<file path="config.mk">
export PLATFORM = sky130hd
export DESIGN_NAME = sp_ram_ctrl
export DESIGN_NICKNAME = d
export VERILOG_FILES = /design/src/rtl/sp_ram_ctrl.sv
export SDC_FILE = /design/constraint.sdc
export NUM_CORES = 2
export LEC_CHECK = 0
export BUFFER_PORTS_ARGS = -buffer_cell sky130_fd_sc_hd__buf_2
export CELL_PAD_IN_SITES_DETAIL_PLACEMENT = 0
export CELL_PAD_IN_SITES_GLOBAL_PLACEMENT = 1
export CORE_MARGIN = 10
export CORE_UTILIZATION = 35
export DETAILED_ROUTE_END_ITERATION = 8
export HOLD_SLACK_MARGIN = 0.1
export PLACE_DENSITY = 0.65
export SLEW_MARGIN = 25
export SYNTH_ARGS = -nofsm -noshare
export SYNTH_HDL_FRONTEND = slang
export SYNTH_SLANG_ARGS = --single-unit
</file>
<file path="constraint.sdc">
create_clock -name clk -period 9.5 [get_ports clk]
set_input_delay 0.475 -clock clk [delete_from_list [all_inputs] [get_ports clk]]
set_output_delay 0.475 -clock clk [all_outputs]
set_load 0.02 [all_outputs]
</file>
<file path="src/rtl/sp_ram_ctrl.sv">
// Single-port data memory with valid/ready requests, byte enables and a post-reset clear sequence.
// Define MEM_OUTREG_EN to add a registered read output stage (two-cycle read latency).
module sp_ram_ctrl #(
    parameter int DATA_WIDTH = 16,
    parameter int ADDR_WIDTH = 8,
    parameter int DEPTH      = 256
) (
    input  logic                    clk,
    input  logic                    rst_n,
    input  logic                    req_valid,
    output logic                    req_ready,
    input  logic                    req_write,
    input  logic [ADDR_WIDTH-1:0]   req_addr,
    input  logic [DATA_WIDTH-1:0]   req_wdata,
    input  logic [DATA_WIDTH/8-1:0] req_be,
    output logic                    rsp_valid,
    output logic [DATA_WIDTH-1:0]   rsp_rdata,
    output logic                    init_done
);

    localparam int NB = DATA_WIDTH / 8;
    localparam logic [ADDR_WIDTH:0]   DEPTH_W  = (ADDR_WIDTH + 1)'(DEPTH);
    localparam logic [ADDR_WIDTH-1:0] LAST_PTR = ADDR_WIDTH'(DEPTH - 1);

    typedef enum logic {
        ST_INIT = 1'b0,
        ST_RUN  = 1'b1
    } state_t;

    state_t                state_q, state_d;
    logic [ADDR_WIDTH-1:0] ptr_q, ptr_d;
    logic [DATA_WIDTH-1:0] mem_q [DEPTH];

    logic                  mem_we;
    logic [ADDR_WIDTH-1:0] mem_addr;
    logic [DATA_WIDTH-1:0] mem_wdata;
    logic [NB-1:0]         mem_be;
    logic                  in_range;
    logic                  rd_fire;
    logic [DATA_WIDTH-1:0] rd_data;

    logic                  rsp_valid_q, rsp_valid_d;
    logic [DATA_WIDTH-1:0] rsp_rdata_q, rsp_rdata_d;

    // The write port is shared: the clear pointer owns it in INIT, the request port in RUN.
    always_comb begin
        state_d   = state_q;
        ptr_d     = ptr_q;
        mem_we    = 1'b0;
        mem_addr  = req_addr;
        mem_wdata = req_wdata;
        mem_be    = req_be;
        rd_fire   = 1'b0;
        in_range  = ({1'b0, req_addr} < DEPTH_W);
        rd_data   = '0;
        if (in_range) begin
            rd_data = mem_q[req_addr];
        end
        case (state_q)
            ST_INIT: begin
                mem_we    = 1'b1;
                mem_addr  = ptr_q;
                mem_wdata = '0;
                mem_be    = '1;
                ptr_d     = ptr_q + 1'b1;
                if (ptr_q == LAST_PTR) begin
                    state_d = ST_RUN;
                end
            end
            ST_RUN: begin
                mem_we  = req_valid && req_write && in_range;
                rd_fire = req_valid && !req_write;
            end
            default: state_d = ST_INIT;
        endcase
    end

    // NOTE: sequential state uses non-blocking assignments so every flop samples pre-edge values.
    always_ff @(posedge clk or negedge rst_n) begin
        if (!rst_n) begin
            state_q <= ST_INIT;
            ptr_q   <= '0;
        end else begin
            state_q <= state_d;
            ptr_q   <= ptr_d;
        end
    end

    // NOTE: the array has no reset; the INIT sequence clears it, which keeps it mappable to RAM.
    always_ff @(posedge clk) begin
        for (int i = 0; i < NB; i++) begin
            if (mem_we && mem_be[i]) begin
                mem_q[mem_addr][8*i +: 8] <= mem_wdata[8*i +: 8];
            end
        end
    end

`ifdef MEM_OUTREG_EN
    logic                  s1_valid_q, s1_valid_d;
    logic [DATA_WIDTH-1:0] s1_data_q, s1_data_d;

    always_comb begin
        s1_valid_d  = rd_fire;
        s1_data_d   = rd_fire ? rd_data : s1_data_q;
        rsp_valid_d = s1_valid_q;
        rsp_rdata_d = s1_valid_q ? s1_data_q : rsp_rdata_q;
    end

    always_ff @(posedge clk or negedge rst_n) begin
        if (!rst_n) begin
            s1_valid_q <= 1'b0;
            s1_data_q  <= '0;
        end else begin
            s1_valid_q <= s1_valid_d;
            s1_data_q  <= s1_data_d;
        end
    end
`else
    always_comb begin
        rsp_valid_d = rd_fire;
        rsp_rdata_d = rd_fire ? rd_data : rsp_rdata_q;
    end
`endif

    always_ff @(posedge clk or negedge rst_n) begin
        if (!rst_n) begin
            rsp_valid_q <= 1'b0;
            rsp_rdata_q <= '0;
        end else begin
            rsp_valid_q <= rsp_valid_d;
            rsp_rdata_q <= rsp_rdata_d;
        end
    end

    assign req_ready = (state_q == ST_RUN);
    assign init_done = (state_q == ST_RUN);
    assign rsp_valid = rsp_valid_q;
    assign rsp_rdata = rsp_rdata_q;

endmodule

</file>
After elaboration in Yosys (flattened, before gate mapping). Memories as Yosys holds them, arrays and structs flattened. A register that Yosys moved wholly into a read port is not among the register bits. Index checks and enable logic that the tools add are counted. W data, S select, Z words.

Register bits after elaboration: 10. Logic and storage cells: 24. Memories kept: 1. Memory bits (writable): 4096. Bits of input ports: 30.

Memory list: mem_q (words 256, width 16, rd ports 1, clocked after Yosys merged registers in 1, write ports 1, RTL line 32) `logic [DATA_WIDTH-1:0] mem_q [DEPTH];`.

Equality and inequality tests: 1. Bitwise gates (word level): 1. Muxes and demuxes: 11. Reduce and logical (&&, ||, !) cells: 6. $add $sub $neg: 1.

Operators by type and width (count): $mux W16 (1); $add A8 B1 Y8 const B (1); $eq A8 B8 Y1 const B (1); $mux W8 (1); $mux W1 (7); $logic_and A1 B1 Y1 (4); $logic_not A1 Y1 (2); $mux W2 (1); $pmux W1 S2 (1); $not A1 Y1 (1).

Logic depth before layout (Yosys ltp).
Depth after elaboration: 5. Gate-level depth with buffers: 12. Gate-level depth less buffers: 7.

Least setup slack after synthesis. OpenSTA, ideal clock, no wires.

Path type: reg-to-reg. Start point: register state_q, in the netlist init_done. End point: memory mem_q[0][10] (data pin). Path buffers: 2. Arrival time: 4.212 ns. Path slack: 4.421 ns. Setup time: 0.867 ns. Stages on the path, launching flop included: 4. Cell sequence: dfrtp_1 > buf_2 > clkbuf_1 > and2_1.

Word-level cells in the longest chain between the ends: 1.

RTL lines: from (decl) (RTL line 30) `state_t state_q, state_d;`; from (signal assigned) (RTL line 84) `state_q <= state_d;`; $mux W16 (RTL line 59) `case (state_q)`; via mem_wdata[10] (RTL line 36) `logic [DATA_WIDTH-1:0] mem_wdata;`; to (decl) (RTL line 32).

The timed path passes the listed nets, and every way through them passes these cells.

==> impl.org <==
** Clocking
- Clock-pin slew was measured on the worst setup and hold paths at 0.06 ns.
- In this run the clock root is driven by a clkbuf_16.
- The clock tree synthesis step divided the H-tree into 5 levels.
- At the later pin of the worst-skew pair, clock insertion delay measures 0.98 ns.
- Number of buffers on the longest clock path :: 4
- Number of sinks handled by clock tree synthesis :: 4122
- CTS tree :: built
- Number of buffers created by CTS :: 415
- Total of cells resized after clock tree synthesis :: 0

** Critical path
- Kind of end point of the critical path :: flop
- For the worst setup path, the data required time is 10.35 ns.
- By startpoint and endpoint, the worst setup path is classified as input pin to flop.
- STA classifies the critical path startpoint as an input pin.
- Crit path arrival time :: 5.20 ns
- Along the worst path, the maximum fanout reaches 110.

** Yosys
- Of the post-synthesis cell area, the dominant cell type holds 0.766.
- For this run, asynchronously set or reset flops after synthesis account for 0.00631.
- The most used flip-flop cell after synthesis is edfxtp_1.
- Number of nets in the synthesized netlist :: 7910
- Library cell with the largest summed area after synthesis :: edfxtp_1
- Synthesis inferred 4122 register bits.
- Average instance area after synthesis :: 20.4 µm²
- For this run, the register share of the synthesized area comes to 0.770.
- Counting flops with a built-in enable in the synthesized netlist gives 4096.
- For this run, the number of Yosys warnings is 0.
- Synthesized instance count :: 7879
- Counting distinct cell types in the post-synthesis netlist gives 68.
- By area the synthesized netlist is led by edfxtp_1 77%, mux4_2 11%, mux2i_1 3.9%.
- Cell area after synthesis :: 161000 µm²

** GRT
- For this run the aggregate overflow at the end of global routing stands at 0.
- In the global route stage, overall resource usage came out at 0.178.
- Vias in the first global route :: 81500
- Entering global routing, the biggest net connects 213 pins.
- Number of antenna violations at the first check in global routing :: 29
- First-pass GRT wire length :: 633000 µm

** Finish
- Proportion of layout cells with a drive suffix above 1 :: 0.196
- Final Instance Count excl. Fillers :: 14500
- The library cell used most frequently in the layout, excluding fill and tap cells, is edfxtp_1.
- The layout has 40600 filler cells.
- Post-route design area :: 181000 µm²
- Post-layout util :: 0.396
- The top cell types in the final layout, fill and taps aside, are 4096 x edfxtp_1, 756 x mux4_2, 620 x mux2i_1.
- Relative to the synthesized area, the layout overhead comes to 12.5%.
- The final layout contains 8045 nets.

** Placement
- Port buffering added 48 buffers.
- Including well taps, the total number of placed cells is 13700.
- Routability cong. :: 0.801
- Detailed placement finished with a half-perimeter wire length of 267000 µm.
- Placement Cell Area :: 167000 µm²

** Status
- The flow ran to the end, and the final reports show no timing, DRC or antenna violations.

** Timing
- For the final database, setup skew stands at 0.0606 ns.
- Highest clock frequency the design can meet :: 230 MHz
- Subtracting the final worst setup slack from the clock period gives 4.35 ns.
- Slew at the pin with the worst max-slew slack :: 1.28 ns
- The max-slew violation count is 0.
- Adding up every negative setup slack in the final design gives 0 ns.
- Final period util :: 0.458
- The hold violation total from the final report is 0.
- Count of final setup violators :: 0
- Setup repair after global routing left no endpoint under its margin.
- Headroom to the max-slew limit came out at 0.144.

** Floorplan
- From left edge to right edge, the die measures 697 µm.
- Top Ports :: 49
- CORE AREA :: 457000 µm²
- Area of the die :: 486000 µm²
- The die is 697 µm tall.
- The floorplan has 248 rows.
- Initial Util :: 0.352

** Power and ir drop
- Pwr Total :: 36.9 mW
- Leakage power :: 46.6 nW
- Ratio of total power to cell area :: 204 nW/µm²
- Maximum vdd drop :: 0.164 mV

** Routing
- The first detailed-routing pass took 6 iterations.
- Routed via count :: 80900
- Mean routed wirelength per cell :: 31.0 µm
- Antenna Nets Post-Route :: 0
- After detailed routing, the number of remaining DRC violations is 0.
- In this run, the number of DRC markers left after iteration 0 of detailed routing was 9889.
- The final layout contains routed wiring with a total length of 449000 µm.
- Dividing the detail-routed via count by the number of cells gives 5.59.

** Hold path
- In this run the worst hold path is classified as input pin to flop.

** Job
- Max-cap violations in this run came to 0.
where the power goes:
| group | total, mW | leakage (nW) | switching (mW) | internal (mW) |
|---|---|---|---|---|
| Sequential | 19.7 | 28.6 | 0 | 19.7 |
| Combinational | 0.961 | 11.5 | 0.662 | 0.299 |
| Clock | 16.2 | 6.50 | 6.93 | 9.29 |
what timing repair did:
| action | CTS | global route |
|---|---|---|
| hold buffers | 2 | 1 |
| endpoints found under the hold margin | 58 | 18 |
| buffers inserted | 0 | 0 |
layer usage:
layer | wire, µm | track usage | part of all wire
met2 | 215000 | 0.289 | 0.48
met4 | 17400 | 0.0609 | 0.039
met5 | 153 | 0 | 0.00034
met1 | 181000 | 0.241 | 0.40
met3 | 35500 | 0.0321 | 0.079
logic make-up after synthesis:
logic type | share of synthesized area
multiplexers | 0.145
XOR/XNOR | 0.000382
flip-flops | 0.770
AND/OR/NAND/NOR | 0.0256
AO/OA/AOI/OAI | 0.0380
adder cells (fa/ha/maj) | 0.0000779
buffers and inverters | 0.0209
critical path, cell delays in order:
cell	delay, ns
buf_12	0.27
buf_12	0.61
buf_4	0.72
mux2i_1	0.16
o221ai_1	0.29
o22ai_1	0.14
o21ai_0	0.48
a21oi_1	0.29
or4_1	0.86
o211ai_1	0.20
worst paths after layout:
path	start	to	slack (ns)	cells past startpoint
max	req_addr[0]	rsp_rdata[11]	5.15	10
min	req_wdata[11]	mem_q[10][11]	0.14	2
max reg2reg	init_done	mem_q[15][8]	5.37	6
min reg2reg	ptr_q[7]	ptr_q[7]	0.56	1
max in group asynchronous	rst_n	init_done	8.73	3
min in group asynchronous	rst_n	rsp_rdata[1]	0.20	3
through the flow:
stage | setup slack, ns | hold slack, ns
final | 5.15 | 0.135
after floorplan | 4.42 | 0.179
after detailed placement | 4.27 | 0.538
after global routing | 5.06 | 0.132
after CTS | 5.24 | 0.114
after global placement | 4.06 | 0.535
cell type report:
| type | instances | area (µm²) | area share |
|---|---|---|---|
| antenna | 4 | 10.0 | 0.0000554 |
| clock buffer | 512 | 10900 | 0.0606 |
| tap | 6125 | 7660 | 0.0424 |
| clock inverter | 238 | 2430 | 0.0134 |
| timing repair buffer | 216 | 1990 | 0.0110 |
| sequential | 4122 | 124000 | 0.684 |
| inverter | 11 | 48.8 | 0.000270 |
| multi-input combinational | 3248 | 33900 | 0.188 |
cell usage after synthesis, types with 6 or more instances:
cell / instances
nand2_1: 232
o221ai_1: 124
a21boi_0: 6
mux2_2: 7
o21ai_0: 101
a211oi_1: 91
inv_1: 10
a2111oi_0: 26
buf_2: 134
edfxtp_1: 4096
mux2i_1: 620
nor2b_1: 8
a31oi_1: 19
nand2b_1: 6
nor2_1: 571
a22oi_1: 78
buf_12: 23
nor3_1: 28
o32ai_1: 8
clkbuf_1: 174
a22o_1: 18
dfrtp_1: 26
or3_1: 8
a221oi_1: 14
buf_1: 30
nand4_1: 20
nand3b_1: 8
a211o_1: 14
nand3_1: 50
buf_8: 31
a21oi_1: 114
o21ai_1: 11
buf_6: 41
mux4_2: 756
and2_1: 26
o22ai_1: 184
o31ai_1: 7
o211ai_1: 22
buf_4: 64
registers in the layout, indices dropped and copies added (netlist names):
register	count
rsp_rdata	16
init_done	1
mem_q	4096
ptr_q	8
rsp_valid	1
Note: power is estimated with default switching activity, not from simulation.
